File: config.mk
export PLATFORM = sky130hd
export DESIGN_NAME = atm_dispense_arbiter
export DESIGN_NICKNAME = d
export VERILOG_FILES = /design/src/rtl/atm_dispense_arbiter.sv
export SDC_FILE = /design/constraint.sdc
export NUM_CORES = 1
export LEC_CHECK = 0
export CORE_MARGIN = 5
export CORE_UTILIZATION = 49
export CTS_CLUSTER_SIZE = 16
export DETAILED_ROUTE_END_ITERATION = 7
export PLACE_DENSITY_LB_ADDON = 0.25
export SLEW_MARGIN = 25
export SYNTH_ARGS = -nofsm -noshare
export SYNTH_HDL_FRONTEND = slang
export SYNTH_SLANG_ARGS = --single-unit
File: constraint.sdc
create_clock -name clk -period 4 [get_ports clk]
set_clock_uncertainty 0.05 [all_clocks]
set_input_delay 0.6 -clock clk [delete_from_list [all_inputs] [get_ports clk]]
set_output_delay 0.6 -clock clk [all_outputs]
set_load 0.005 [all_outputs]
File: src/rtl/atm_dispense_arbiter.sv
// atm_dispense_arbiter: round-robin owner of the shared cash dispenser.
// Grants one ATM session at a time, checks the vault, paces notes out and reports done/deny.
module atm_dispense_arbiter #(
  parameter int N_REQ      = 4,
  parameter int AMT_W      = 4,
  parameter int VAULT_W    = 10,
  parameter int VAULT_INIT = 500,
  parameter int GAP_CYC    = 2,
  parameter int LOW_THR    = 20
) (
  input  logic                     clk,
  input  logic                     rst,
  input  logic [N_REQ-1:0]         req,
  input  logic [N_REQ*AMT_W-1:0]   amount,
  input  logic                     refill,
  input  logic [VAULT_W-1:0]       refill_amt,
  output logic [N_REQ-1:0]         grant,
  output logic [N_REQ-1:0]         done,
  output logic [N_REQ-1:0]         deny,
  output logic                     note_out,
  output logic                     busy,
  output logic [VAULT_W-1:0]       vault_count,
  output logic                     low_cash
);

  localparam int IDX_W = (N_REQ > 1) ? $clog2(N_REQ) : 1;
  localparam int GAP_W = (GAP_CYC > 1) ? $clog2(GAP_CYC + 1) : 1;

  localparam logic [2:0] S_IDLE   = 3'd0;
  localparam logic [2:0] S_CHECK  = 3'd1;
  localparam logic [2:0] S_NOTE   = 3'd2;
  localparam logic [2:0] S_GAP    = 3'd3;
  localparam logic [2:0] S_FINISH = 3'd4;
  localparam logic [2:0] S_REJECT = 3'd5;

  logic [2:0]         state_q, state_d;
  logic [IDX_W-1:0]   win_q, win_d;
  logic [IDX_W-1:0]   last_q, last_d;
  logic [AMT_W-1:0]   rem_q, rem_d;
  logic [GAP_W-1:0]   gap_q, gap_d;
  logic [VAULT_W-1:0] vault_q, vault_d;

  logic [IDX_W-1:0]   pick;
  logic [IDX_W-1:0]   cand;
  logic               pick_vld;
  logic [VAULT_W:0]   vault_sum;

  function automatic logic [VAULT_W-1:0] sat_vault(input logic [VAULT_W:0] v);
    return v[VAULT_W] ? {VAULT_W{1'b1}} : v[VAULT_W-1:0];
  endfunction

  function automatic logic [N_REQ-1:0] onehot(input logic [IDX_W-1:0] i);
    return {{(N_REQ-1){1'b0}}, 1'b1} << i;
  endfunction

  // Round-robin search starting just after the previous winner.
  always_comb begin
    pick     = last_q;
    cand     = '0;
    pick_vld = 1'b0;
    for (int k = 1; k <= N_REQ; k++) begin
      cand = IDX_W'((int'(last_q) + k) % N_REQ);
      if (!pick_vld && req[cand]) begin
        pick     = cand;
        pick_vld = 1'b1;
      end
    end
  end

  // Refill and a note decrement can land in the same cycle; one extra bit catches overflow.
  always_comb begin
    vault_sum = {1'b0, vault_q}
              + (refill ? {1'b0, refill_amt} : {(VAULT_W+1){1'b0}})
              - {{VAULT_W{1'b0}}, note_out};
    vault_d   = sat_vault(vault_sum);
  end

  always_comb begin
    state_d = state_q;
    win_d   = win_q;
    last_d  = last_q;
    rem_d   = rem_q;
    gap_d   = gap_q;
    case (state_q)
      S_IDLE: begin
        if (pick_vld) begin
          state_d = S_CHECK;
          win_d   = pick;
          last_d  = pick;
          rem_d   = amount[pick*AMT_W +: AMT_W];
        end
      end
      S_CHECK: begin
        if (rem_q == '0 ||
            ({{VAULT_W{1'b0}}, rem_q} > {{AMT_W{1'b0}}, vault_q}))
          state_d = S_REJECT;
        else
          state_d = S_NOTE;
      end
      S_NOTE: begin
        rem_d   = rem_q - 1'b1;
        gap_d   = GAP_W'(GAP_CYC - 1);
        state_d = (rem_q == AMT_W'(1)) ? S_FINISH : S_GAP;
      end
      S_GAP: begin
        if (gap_q == '0)
          state_d = S_NOTE;
        else
          gap_d = gap_q - 1'b1;
      end
      S_FINISH: state_d = S_IDLE;
      S_REJECT: state_d = S_IDLE;
      default:  state_d = S_IDLE;
    endcase
  end

  always_ff @(posedge clk or posedge rst) begin
    if (rst) begin
      state_q <= S_IDLE;
      last_q  <= IDX_W'(N_REQ - 1);
      vault_q <= VAULT_W'(VAULT_INIT);
    end else begin
      state_q <= state_d;
      last_q  <= last_d;
      vault_q <= vault_d;
    end
  end

  // Owner index, note countdown and gap timer are only meaningful while busy.
  always_ff @(posedge clk) begin
    win_q <= win_d;
    rem_q <= rem_d;
    gap_q <= gap_d;
  end

  assign busy        = (state_q != S_IDLE);
  assign grant       = busy ? onehot(win_q) : '0;
  assign done        = (state_q == S_FINISH) ? onehot(win_q) : '0;
  assign deny        = (state_q == S_REJECT) ? onehot(win_q) : '0;
  assign note_out    = (state_q == S_NOTE);
  assign vault_count = vault_q;
  assign low_cash    = (vault_q < VAULT_W'(LOW_THR));

endmodule

==> run summary <==
status -> finished clean
number of remaining DRC errors -> 0
Post-synth top cells -> inv_1 (41), ha_1 (27), nand2_1 (26)
Layout Cell Area excl Fill -> 2820 sq um
simple logic cell fraction of the synthesized area -> 0.210
drt wl/cell -> 13.4 microns
maximum operating frequency -> 0.272 GHz
final count of hold timing violations -> 0
Synth area leader -> ha_1
area share of the largest cell type after synthesis -> 0.156
reg-to-reg setup timing slack -> 0.32 ns
VDD IR-drop max -> 0.000309 V
setup violators final -> 0
die height -> 76.5 microns
adder and majority gate portion of the synthesized area -> 0.165
WL final -> 4910 microns
max_cap viols -> 0
post_cts resized -> 0
Filler cells -> 400
TritonCTS buffer count -> 3
H-tree level count -> 1
register area -> 626 sq um
Worst setup SP type -> flip-flop
antenna fix cells -> 0
Tightest Pin Transition -> 0.681 ns
met3 routed WL -> 245 microns
Final Core Density -> 0.651
initial drt markers -> 174
critical path type -> flip-flop to flip-flop
Post-synth ARST share -> 0.652
Synth area leaders -> ha_1 (16%), edfxtp_1 (11%), dfstp_2 (9.7%)
Final Cycle Share -> 0.919
PwrDens -> 698 nW/um^2
Root Driver -> clkbuf_8
Worst EP arrival -> 3.79 ns
leading cell type by number of instances after synthesis -> inv_1
area grow syn2layout -> 30.1%
Antenna Violating Nets Remaining -> 0
initial antenna violation count -> 0
Die Wd -> 76.5 microns
DR pass1 iterations -> 4
layout cell share with drive strength beyond 1 -> 0.0794
Post-DP Area -> 2770 sq um
Rows -> 24
worst path required time -> 4.12 ns
Core Area -> 4320 sq um
CTS Hold Buffers Added -> 0
Syn Nets -> 322
Clock Path Buffers -> 2
Netlist Area Pre-Place -> 2160 sq um
compound-gate portion of the synthesized area -> 0.200
DR vias/cell -> 5.40
first-pass GRT wire length -> 8430 microns
Post-Synthesis Cells -> 261
largest net degree at the start of global routing -> 16
Worst setup EP type -> flip-flop
grt ovf -> 0
max-slew violations -> 0
Period minus WS final -> 3.68 ns
CTS tree -> built
Synth Area in XOR/XNOR -> 0.0283
starting density of the core -> 0.501
number of global-route vias before repair -> 1898
YS warnings -> 0
vias -> 1980
cell leakage power -> 0.00127 uW
largest family of logic cells by synthesized area -> simple AND/OR/NAND/NOR gates
DR top layer -> met4
wl on met1 -> 2260 microns
Sink Count -> 23
routability cong. -> 0.830
average cell area after synthesis -> 8.29 sq um
hpwl dp -> 4100 microns
CP max FO -> 10
GRT Util Overall -> 0.169
number of flops mapped to enable cells by yosys -> 8
number of port buffers -> 57
Die ar. -> 5850 sq um
multi-input logic area -> 1340 sq um
Distinct cells, synth -> 54
RSZ-0062 raised after global routing -> false
Final nets -> 377
clock-pin slew on the worst setup and hold paths -> 0.08 ns
met2 WL -> 2350 microns
post-synthesis register bit count -> 23
Hold/Removal Path Class -> flip-flop to flip-flop
Synth Flop Type -> edfxtp_1
setup_tns -> 0 ns
Ports -> 58
Worst slew margin -> 0.542
Post-CTS Setup Bufs -> 0
Worst-Skew Late Latency -> 0.27 ns
register area share after synthesis -> 0.289
multiplexer share of the synthesized area -> 0.0145
-- layout make-up --
type,count,area share
multi-input combinational,187,0.475
sequential,23,0.222
timing repair buffer,58,0.205
inverter,43,0.0573
tap,52,0.0231
clock buffer,3,0.0147
clock inverter,1,0.00222
-- worst max-delay path, stage by stage (launching register included) --
cell and delay (ns):
dfrtp_1 0.52, inv_1 0.15, or3_1 0.45, inv_2 0.19, ha_1 0.25, inv_1 0.05
ha_1 0.17, inv_1 0.07, fa_1 0.40, nor2b_1 0.20, o31a_2 0.20, o21ai_0 0.22
a211oi_4 0.46, o21ai_0 0.19
-- power by group --
part	leakage (uW)	switching, uW	internal (uW)	total [uW]
clock	0.0000260	76.3	71.0	147
sequential	0.000235	105	405	509
combinational	0.00101	711	599	1310
-- cell usage in the layout, fill, tap and decap left out, drive strengths merged, types with 5 or more instances in the layout --
master	n
edfxtp	8
nor4	5
ha	27
a21oi	9
nand2b	5
a211oi	6
o21ai	15
dfstp	8
nor2	19
clkdlybuf4s50	57
inv	44
dfrtp	7
nor3	12
a2111oi	6
xor2	7
nand2	26
-- logic make-up after synthesis --
kind of cell,Yosys count
AO/OA/AOI/OAI,60
XOR/XNOR,7
adder cells (fa/ha/maj),28
buffers and inverters,51
flip-flops,23
multiplexers,3
AND/OR/NAND/NOR,89
-- state kept, by name (all words and copies together) (netlist names) --
register	cells
state_q	3
vault_count	10
rem_q	4
win_q	2
last_q	2
gap_q	2
-- routing by layer --
metal	vias up	GRT usage
met4	0	0.0472
met2	48	0.289
met3	5	0.0201
li1	1030	-
met1	897	0.222
met5	-	0
-- through the flow --
step / worst slack [ns] / power (uW) / cells / hold WS (ns)
after detailed placement: 0.259 / 1820 / 363 / 0.502
after CTS: 0.342 / 1970 / 367 / 0.511
final: 0.323 / 1970 / 367 / 0.511
after floorplan: 0.784 / 1460 / 261 / 0.446
after global placement: 0.403 / 1780 / 363 / 0.498
after global routing: 0.0330 / 2180 / 367 / 0.530
-- path summary, 6_finish.rpt --
| check | start | to | cells past startpoint |
|---|---|---|---|
| max in group asynchronous | rst | vault_count[2] | 2 |
| setup reg to reg | state_q[1] | vault_count[6] | 13 |
| min in group asynchronous | rst | state_q[2] | 2 |
| hold / removal | last_q[1] | last_q[1] | 2 |
| hold reg to reg | last_q[1] | last_q[1] | 2 |
| setup / recovery | state_q[1] | vault_count[6] | 13 |
(Power assumes the default switching activity.)
